**config.mk**
```make
export PLATFORM = sky130hd
export DESIGN_NAME = wb_burst_arbiter
export DESIGN_NICKNAME = d
export VERILOG_FILES = /design/src/rtl/wb_burst_arbiter.sv
export SDC_FILE = /design/constraint.sdc
export NUM_CORES = 1
export LEC_CHECK = 0
export CORE_AREA = 2 2 126 128
export CTS_CLUSTER_DIAMETER = 80
export DETAILED_ROUTE_END_ITERATION = 10
export DIE_AREA = 0 0 128 130
export DONT_BUFFER_PORTS = 1
export PLACE_DENSITY = 0.34
export SYNTH_ARGS = -nofsm -noshare
export SYNTH_HDL_FRONTEND = slang
export SYNTH_SLANG_ARGS = --single-unit
```
**constraint.sdc**
```tcl
create_clock -name clk -period 1.9 [get_ports clk]
set_clock_uncertainty 0.2 [all_clocks]
set_input_delay 0.285 -clock clk [delete_from_list [all_inputs] [get_ports clk]]
set_output_delay 0.285 -clock clk [all_outputs]
set_load 0.05 [all_outputs]
```
**src/rtl/wb_burst_arbiter.sv**
```systemverilog
// Two-master Wishbone arbiter in front of one shared slave port.
// A grant is held for the master's whole cyc (bursts included). Contention is
// resolved round-robin. A stalled-strobe watchdog answers the owner with a
// one-cycle error.
module wb_burst_arbiter #(
   parameter int unsigned ADR_W   = 30,
   parameter int unsigned DAT_W   = 32,
   parameter int unsigned SEL_W   = 4,
   parameter int unsigned TIMEOUT = 255
) (
   input  logic             clk,
   input  logic             reset,

   // master 0
   input  logic [ADR_W-1:0] m0_adr,
   input  logic [DAT_W-1:0] m0_dat_w,
   output logic [DAT_W-1:0] m0_dat_r,
   input  logic             m0_cyc,
   input  logic             m0_stb,
   input  logic             m0_we,
   input  logic [SEL_W-1:0] m0_sel,
   input  logic [2:0]       m0_cti,
   input  logic [1:0]       m0_bte,
   output logic             m0_ack,
   output logic             m0_err,

   // master 1
   input  logic [ADR_W-1:0] m1_adr,
   input  logic [DAT_W-1:0] m1_dat_w,
   output logic [DAT_W-1:0] m1_dat_r,
   input  logic             m1_cyc,
   input  logic             m1_stb,
   input  logic             m1_we,
   input  logic [SEL_W-1:0] m1_sel,
   input  logic [2:0]       m1_cti,
   input  logic [1:0]       m1_bte,
   output logic             m1_ack,
   output logic             m1_err,

   // shared slave
   output logic [ADR_W-1:0] s_adr,
   output logic [DAT_W-1:0] s_dat_w,
   input  logic [DAT_W-1:0] s_dat_r,
   output logic [SEL_W-1:0] s_sel,
   output logic             s_cyc,
   output logic             s_stb,
   output logic             s_we,
   output logic [2:0]       s_cti,
   output logic [1:0]       s_bte,
   input  logic             s_ack,
   input  logic             s_err,

   output logic [1:0]       grant
);

   localparam int unsigned CNT_W = 10;

   typedef enum logic {
      IDLE = 1'b0,
      BUSY = 1'b1
   } state_t;

   state_t           state;
   state_t           state_nxt;
   logic             owner;
   logic             owner_nxt;
   logic             last_srv;
   logic             last_srv_nxt;
   logic [CNT_W-1:0] stall_cnt;
   logic [CNT_W-1:0] stall_cnt_nxt;

   logic             own_cyc;
   logic             own_stb;
   logic             busy;
   logic             timeout_hit;

   // State, owner, round-robin history and stall counter registers
   always_ff @(posedge clk) begin
      if (reset) begin
         state     <= IDLE;
         owner     <= 1'b0;
         last_srv  <= 1'b1;
         stall_cnt <= '0;
      end else begin
         state     <= state_nxt;
         owner     <= owner_nxt;
         last_srv  <= last_srv_nxt;
         stall_cnt <= stall_cnt_nxt;
      end
   end

   // Owner's cyc/stb and watchdog condition; timeout is ignored once cyc drops
   always_comb begin
      busy        = (state == BUSY);
      own_cyc     = owner ? m1_cyc : m0_cyc;
      own_stb     = owner ? m1_stb : m0_stb;
      timeout_hit = busy && own_cyc && (stall_cnt == CNT_W'(TIMEOUT));
   end

   // Next-state logic: arbitration in IDLE, release and stall counting in BUSY
   always_comb begin
      state_nxt     = state;
      owner_nxt     = owner;
      last_srv_nxt  = last_srv;
      stall_cnt_nxt = stall_cnt;

      case (state)
         IDLE: begin
            stall_cnt_nxt = '0;
            if (m0_cyc && m1_cyc) begin
               owner_nxt = ~last_srv;
               state_nxt = BUSY;
            end else if (m0_cyc) begin
               owner_nxt = 1'b0;
               state_nxt = BUSY;
            end else if (m1_cyc) begin
               owner_nxt = 1'b1;
               state_nxt = BUSY;
            end
         end

         BUSY: begin
            if (!own_cyc) begin
               // always pass through IDLE so a new owner starts a cycle later
               state_nxt     = IDLE;
               last_srv_nxt  = owner;
               stall_cnt_nxt = '0;
            end else if (timeout_hit || s_ack || s_err || !own_stb) begin
               stall_cnt_nxt = '0;
            end else begin
               stall_cnt_nxt = stall_cnt + CNT_W'(1);
            end
         end

         default: begin
            state_nxt     = IDLE;
            stall_cnt_nxt = '0;
         end
      endcase
   end

   // Slave-side mux from the owner; everything quiet while IDLE
   always_comb begin
      s_adr   = '0;
      s_dat_w = '0;
      s_sel   = '0;
      s_we    = 1'b0;
      s_cti   = '0;
      s_bte   = '0;
      s_cyc   = 1'b0;
      s_stb   = 1'b0;

      if (busy) begin
         s_adr   = owner ? m1_adr   : m0_adr;
         s_dat_w = owner ? m1_dat_w : m0_dat_w;
         s_sel   = owner ? m1_sel   : m0_sel;
         s_we    = owner ? m1_we    : m0_we;
         s_cti   = owner ? m1_cti   : m0_cti;
         s_bte   = owner ? m1_bte   : m0_bte;
         s_cyc   = own_cyc;
         // strobe is withheld during the watchdog error cycle
         s_stb   = own_cyc && own_stb && !timeout_hit;
      end
   end

   // Responses go only to the owner; the non-owner sees all zeros
   always_comb begin
      m0_ack   = 1'b0;
      m0_err   = 1'b0;
      m0_dat_r = '0;
      m1_ack   = 1'b0;
      m1_err   = 1'b0;
      m1_dat_r = '0;

      if (busy) begin
         if (owner) begin
            m1_ack   = s_ack;
            m1_err   = s_err || timeout_hit;
            m1_dat_r = s_dat_r;
         end else begin
            m0_ack   = s_ack;
            m0_err   = s_err || timeout_hit;
            m0_dat_r = s_dat_r;
         end
      end
   end

   // One-hot owner indication
   always_comb begin
      grant = 2'b00;
      if (busy) begin
         grant = owner ? 2'b10 : 2'b01;
      end
   end

endmodule

```
[Word level (Yosys, flattened, before mapping)]
Cells that the tools add are included.
Widths: inputs -> output; s select.
Storage, ports and cells
  register bits after elaboration: 13
  bits in latches: 0
  memory bits (writable): 0
  bits in read-only memories: 0
  bits of input ports: 184
  output and inout port bits: 144
  word-level logic and storage cells: 64
  memories: 0
Operators by class
  add/sub/neg operators: 1
  multipliers: 0
  divide/modulo/power cells: 0
  magnitude comparators: 0
  equality and inequality tests: 1
  shifts and indexed selects: 0
  mux-type cells: 41
  bitwise logic cells: 3
  reduce and logical (&&, ||, !) cells: 14
Operator list (number)
  $mux 32: 6
  $mux 30: 2
  $mux 1: 21
  $mux 10: 2
  $pmux 10 s2: 1
  $add 10x1->10 const B: 1
  $eq 10x8->1 const B: 1
  $mux 2: 4
  $mux 4: 2
  $mux 3: 2
  $logic_and 1x1->1: 5
  $logic_or 1x1->1: 4
  $reduce_and 2->1: 2
  $not 1->1: 3
  $reduce_bool 3->1: 1
  $logic_not 1->1: 2
  $pmux 1 s2: 1

[Depth between registers and ports, before layout]
Gate-level depths: netlist (run 1).
  word-level depth: 9
  mapped depth: 5

[Worst setup path after synthesis (run 1)]
No wires, ideal clock.
  path kind: flip-flop to output port
  start point: register state (netlist: busy)
  end point: output port m0_dat_r[23]
  arrival time: 1820 ps
  setup slack: -405 ps
  stages on the path, launching flop included: 4
  cells stage by stage: dfxtp_1 -> nor2b_1 -> clkbuf_1 -> and2_1
Between the ends
  cells in the longest elaborated chain, start to end: 1
Ends and longest elaborated chain
  start: declaration: line 63  | state_t state;
  start signal: assignment: line 85  | state <= state_nxt;
  $mux 32: line 175  | if (busy) begin
  end: declaration: line 17  | output logic [DAT_W-1:0] m0_dat_r,
Every way passes these cells.

[Final worst setup path (run 1)]
  start point: register owner
  end point: output port m0_dat_r[8]
Between the ends
  cells in the longest elaborated chain, start to end: 2
Ends and longest elaborated chain
  start: declaration: line 65  | logic owner;
  start signal: assignment: line 86  | owner <= owner_nxt;
  $mux 32: line 176  | if (owner) begin
  $mux 32: line 175
Every way passes these cells.

==> results.cfg, run 1 <==
[die]
dieArea_um2 = 16640
fp.coreArea_um2 = 15420
start_util = 0.1527
die_w_um = 128
die_h_um = 130
pin_count = 328
rows = 46

[timing]
tightest_slew_ns = 0.4382
final.period_utilization = 1.085
hold_viol = 0
setup_ws_ns = -0.1607
setup_viol = 122
min_period_ns = 2.061
rsz0062_at_grt = true
clock.fmax_mhz = 485.3
drv_slew = 0
slew_headroom = 0.7078

[cells_and_area]
seqCellArea_um2 = 271.5
nNetsFinal = 644
fillers = 1417
finish.utilization = 0.4161
multi_input_area_um2 = 2522
drive_gt1_frac = 0.7533
antennaDiodeCount = 0
areaGrowthSynthToFinish_pct = 172.4

[setup_path]
reg2reg_depth = 5
cp-start-kind = register
end_kind = primary output
arrival_ns = 1.58
cp.required_ns = 1.41
worstSetupEndpoint = m0_dat_r[8]
regToRegEndpoint = stall_cnt[4]
r2r_start = owner
crit_type = reg2out
critPathLaunch = owner
r2r_slack_ns = 0.19
crit_fanout = 12

[logic_synthesis]
avgSynthCellArea_um2 = 7.674
synthTopCellsByArea = mux2i_1 (31%), nor2b_1 (20%), dfxtp_1 (11%)
ys_warn_count = 0
synth-seq-cells = 13
yosys.area.top_type_share = 0.3101
synth_area_leader_cell = mux2i_1
synth_cell_types = 35
ys_seq_area_frac = 0.1105
syn_nets = 492
postSynthCellCount = 307
synth_area_um2 = 2356

[cts]
cts_buffers = 3
clkTransAtPathRegs_ns = 0.05
htreeDepth = 1
cts_sinks = 13
tritoncts = yes
cts_buffer_depth = 2
root_buffer = clkbuf_16
worstSkewPairLatency_ns = 0.24

[route]
drt_wl_total_um = 12760
wl_met1_um = 4580
antenna_left = 0
drt_iter0_markers = 48
vias = 2878
vias_per_cell = 4.428
met2_wirelength_um = 7223
wl_per_cell_um = 19.64
first_pass_iters = 4
top_layer = met4
drc = 0
wl_met3_um = 890

[placement]
routabilityCongestion = 0.8326
dp_slack_ns = -0.01895
port-buffer-count = 0
dp_hpwl_um = 9895

[run_status]
outcome = finished, violations left
violations = setup timing

[global_route]
grt_max_degree = 44
grt_pass1_vias = 2656
grt_first_pass_wirelength_um = 16510
grt_usage = 0.1287
grt_overflow = 0
antenna_found_initial = 0

[worst_hold_path]
min_path_type = in2reg

[power_and_ir_drop]
power.leakage_nw = 2.471
power.density_nw_per_um2 = 439.6
p_total_w = 0.002822
ir_drop_mv = 0.3326

[job]
max-cap-violations = 0
-- sequential cells by signal (all words and copies together) (netlist names) --
signal,flops
last_srv,1
busy,1
stall_cnt,10
owner,1
-- per-stage QoR --
step	instance area, um2	setup TNS [ns]	cells	hold slack [ns]
6_report	6419	-10.81	650	0.009535
4_1_cts	5923	-6.776	635	0.01227
3_3_place_gp	5545	-0.01657	623	0.1485
2_1_floorplan	2571	-0.1127	307	0.1541
3_5_place_dp	5545	-0.03366	623	0.1682
5_1_grt	6419	-16.48	650	0.03558
-- power breakdown --
| group | switching [W] | total [W] | internal (W) |
|---|---|---|---|
| Sequential | 0.00000908 | 0.000288 | 0.000279 |
| Combinational | 0.00108 | 0.00213 | 0.00104 |
| Clock | 0.000126 | 0.000407 | 0.000281 |
-- placed cells by master (no fill, tap or decap), types with 2 or more instances in the layout --
| master | netlist | layout |
|---|---|---|
| buf_6 | 1 | 5 |
| a21oi_1 | 3 | 3 |
| and3_1 | 34 | 16 |
| inv_1 | 4 | 4 |
| o21ai_0 | 6 | 5 |
| buf_16 | 0 | 5 |
| dfxtp_2 | 0 | 3 |
| and3_4 | 0 | 17 |
| buf_4 | 0 | 17 |
| mux2i_2 | 0 | 23 |
| a211oi_1 | 5 | 5 |
| mux2i_4 | 0 | 3 |
| nor2b_4 | 0 | 6 |
| clkbuf_16 | 0 | 8 |
| nor2b_2 | 0 | 67 |
| nand3_1 | 3 | 2 |
| nor3_1 | 4 | 4 |
| and2_4 | 0 | 33 |
| buf_12 | 0 | 140 |
| dfxtp_4 | 0 | 2 |
| xnor2_1 | 2 | 2 |
| mux2i_1 | 73 | 47 |
| o21a_4 | 0 | 2 |
| buf_8 | 0 | 2 |
| dfxtp_1 | 13 | 8 |
| or3_1 | 4 | 4 |
-- cells in the mapped netlist, drive strengths merged --
cell,count
o31ai,1
nor2,1
inv,4
or3,4
xnor2,2
nor4b,1
o21bai,1
a211oi,5
buf,10
dfxtp,13
nand3,3
nand2,1
o21a,2
a221oi,1
nor3b,1
nor2b,74
o21ai,7
a211o,1
clkbuf,18
mux2i,73
or4,1
nand4,2
or3b,1
nand2b,1
and3,34
xor2,1
and3b,1
a21oi,3
and2,34
nor4,1
ha,1
nor3,4
-- critical path, stage by stage, from the launching register on --
cell       delay, ns
dfxtp_4         0.37
buf_6           0.13
buf_16          0.14
nor2b_4         0.13
buf_12          0.14
clkbuf_16       0.14
and2_4          0.15
buf_12          0.13
-- logic make-up after synthesis --
logic type | after synthesis | share of synthesized area
fa+ha+maj | 1 | 0.005310
xor+xnor | 3 | 0.01115
buf+inv | 32 | 0.05894
compound gates | 21 | 0.05736
mux | 73 | 0.3101
simple gates | 164 | 0.4466
flops | 13 | 0.1105
-- worst min path at each step --
stage | depth (start not counted) | to | startpoint | slack (ns)
6_report | 2 | busy | m0_cyc | 0.01
5_1_grt | 2 | busy | m0_cyc | 0.04
4_1_cts | 2 | busy | m0_cyc | 0.01
3_5_place_dp | 1 | busy | reset | 0.17
3_3_place_gp | 1 | owner | reset | 0.15
2_1_floorplan | 1 | owner | reset | 0.15
-- final cells by class --
class | count | area share
clock buffers | 3 | 0.01170
clock inverters | 1 | 0.0007797
inverters | 4 | 0.002339
multi-input cells | 262 | 0.3930
flip-flops and latches | 13 | 0.04230
well taps | 192 | 0.03743
repair buffers | 175 | 0.5125
-- routing by layer --
metal  up-vias  global-route usage
li1       1366                   -
met1      1350              0.1438
met2       152              0.2576
met3        10             0.02829
met4         0             0.01099
met5         -                   0
-- timing repair --
item | CTS | global route
gates resized for setup | 49 | 69
hold buffers | 1 | 0
gates cloned | 3 | 6
endpoints found under the setup margin | 116 | 138
pin swaps | 21 | 14
hold endpoints to repair | 3 | 0
buffers inserted | 4 | 9
No activity file was read; power rests on OpenSTA's default activity.
==> run 2, diff against run 1 <==
==> config.mk (replaced) <==
export PLATFORM = sky130hd
export DESIGN_NAME = wb_burst_arbiter
export DESIGN_NICKNAME = d
export VERILOG_FILES = /design/src/rtl/wb_burst_arbiter.sv
export SDC_FILE = /design/constraint.sdc
export NUM_CORES = 1
export LEC_CHECK = 0
export CORE_AREA = 2 2 128 130
export CTS_CLUSTER_DIAMETER = 80
export DETAILED_ROUTE_END_ITERATION = 10
export DIE_AREA = 0 0 130 132
export GPL_TIMING_DRIVEN = 0
export PLACE_DENSITY = 0.61
export SYNTH_ARGS = -nofsm -noshare
export SYNTH_HDL_FRONTEND = slang
export SYNTH_SLANG_ARGS = --single-unit
==> run 2 against run 1 <==
The flow still finishes with violations (setup timing). Largest power group unchanged. Die area up 3.1%. Sequential share of layout area down 0.78 points. Critical endpoint is now m1_err. Utilization up 8.7 points. Register-to-register slack worse by 0.02 ns. Sequential cell count unchanged.
==> results.cfg, run 2 (same netlist as run 1, synthesis figures left out) <==
[run_status]
violations = setup timing
outcome = finished, violations left

[power_and_ir_drop]
p_total_w = 0.003119
power.leakage_nw = 3.172
ir_drop_mv = 0.2703
power.density_nw_per_um2 = 394.7

[placement]
place_area_um2 = 6115
port-buffer-count = 327
routabilityCongestion = 0.8617
dp_hpwl_um = 12230
dpl.cell_count = 850
dp_slack_ns = -1.203

[cts]
root_buffer = clkbuf_16
cts_hold_buf = 0
tritoncts = yes
cts_sinks = 13
htreeDepth = 1
worstSkewPairLatency_ns = 0.24
cts_buffers = 3
clkTransAtPathRegs_ns = 0.05
cts_buffer_depth = 2

[die]
die_w_um = 130
pin_count = 328
die_h_um = 132
fp.coreArea_um2 = 15710
rows = 46
start_util = 0.1499
dieArea_um2 = 17160

[route]
met2_wirelength_um = 9091
vias_per_cell = 4.220
first_pass_iters = 4
wl_met1_um = 5631
drt_wl_total_um = 16080
wl_met3_um = 1042
top_layer = met5
vias = 3790
drt_iter0_markers = 75
drc = 0
wl_per_cell_um = 17.90
antenna_left = 0

[worst_hold_path]
min_path_type = reg2reg

[timing]
rsz0062_at_grt = true
drv_slew = 0
hold_ws_ns = 0.2610
slew_headroom = 0.6769
setup_viol = 129
clock.fmax_mhz = 468.5
tightest_slew_ns = 0.4845
setup_ws_ns = -0.2346
min_period_ns = 2.135
hold_viol = 0
final.period_utilization = 1.123

[setup_path]
end_kind = primary output
path_buf_inv = 3
arrival_ns = 1.65
cp.required_ns = 1.41
slowest_stage = dfxtp_4
cp-start-kind = register
worstPathCellList = buf_6, mux2i_4, nor4_4, buf_6, o21a_4, buf_8
max_stage_delay_ns = 0.35
crit_type = reg2out
cp_common_cell = buf_6
crit_fanout = 5
crit_family = buffers and inverters

[cells_and_area]
areaGrowthSynthToFinish_pct = 235.4
drive_gt1_frac = 0.6114
layout_common_cells = clkdlybuf4s50_1 (181), buf_6 (96), nor2b_2 (72), buf_8 (48), mux2i_2 (39)
final_cell_area_um2 = 7901
nNetsFinal = 868
regMostFlops = stall_cnt
largest_reg_flops = 10
antennaDiodeCount = 0
finalNonFillerCells = 898
layout_commonest_cell = clkdlybuf4s50_1

[global_route]
grt_pass1_vias = 4046
grt_first_pass_wirelength_um = 22670
antenna_found_initial = 1
grt_overflow = 0
grt_usage = 0.1676
grt_max_degree = 11

[job]
max-cap-violations = 0
run 2: changes by cell type in the layout (fill, tap and decap cells not counted), sizes merged:
cell / before / now
clkbuf: 8 / 25
buf: 169 / 194
dlygate4sd3: 1 / 0
clkdlybuf4s50: 0 / 181
dlymetal6s2s: 0 / 2
run 2: worst register-to-register path: cells and delay by family (launching register included):
| kind | cells | cell delay, ns |
|---|---|---|
| simple gates | 2 | 0.73 |
| flops | 1 | 0.43 |
| compound gates | 1 | 0.27 |
run 2: per-layer routing:
layer,vias up,GRT usage
li1,1818,-
met3,20,0.03084
met2,181,0.3269
met4,2,0.04002
met5,-,0
met1,1769,0.1824
run 2: repair_timing:
item / 4_1_cts / 5_1_grt
setup buffers: 14 / 22
pin swaps: 2 / 8
endpoints found under the setup margin: 144 / 154
gates resized for setup: 944 / 378
gates cloned: 7 / 7
run 2: layout make-up:
class,count,area (um2)
fillers,1411,7811
multi-input cells,262,2791
flip-flops and latches,13,272.8
repair buffers,373,4140
clock buffers,3,75.07
well taps,216,270.3
plain buffers,26,331.6
clock inverters,1,5.005
inverters,4,15.01
run 2: final timing paths:
kind,startpoint,cells after the start,slack [ns],end
max,owner,6,-0.23,m1_err
min,stall_cnt[0],1,0.26,stall_cnt[0]
max reg2reg,stall_cnt[2],3,0.17,stall_cnt[9]
min reg2reg,stall_cnt[0],1,0.26,stall_cnt[0]
run 2: power breakdown:
| group | switching [W] | total (W) | leakage (nW) | internal [W] |
|---|---|---|---|---|
| logic | 0.00120 | 0.00244 | 3.02 | 0.00124 |
| clock network | 0.000114 | 0.000393 | 0.0409 | 0.000280 |
| registers | 0.00000813 | 0.000286 | 0.108 | 0.000278 |
| total | 0.00132 | 0.00312 | 3.17 | 0.00180 |
run 2: stage by stage:
step / TNS, ns / util
CTS: -19.19 / 0.4466
global placement: -122.97 / 0.3892
floorplan: -0.1127 / -
finish: -12.49 / 0.5029
global route: -19.02 / 0.5029
detailed placement: -124.81 / 0.3892
==> run 3, diff against run 2 <==
--- a/config.mk
+++ b/config.mk
@@ -5,6 +5,7 @@
 export SDC_FILE = /design/constraint.sdc
 export NUM_CORES = 1
 export LEC_CHECK = 0
+export CAP_MARGIN = 20
 export CORE_AREA = 2 2 128 130
 export CTS_CLUSTER_DIAMETER = 80
 export DETAILED_ROUTE_END_ITERATION = 10
==> results of run 3 <==
No change in the layout: final DEF, timing and power equal those of run 2.
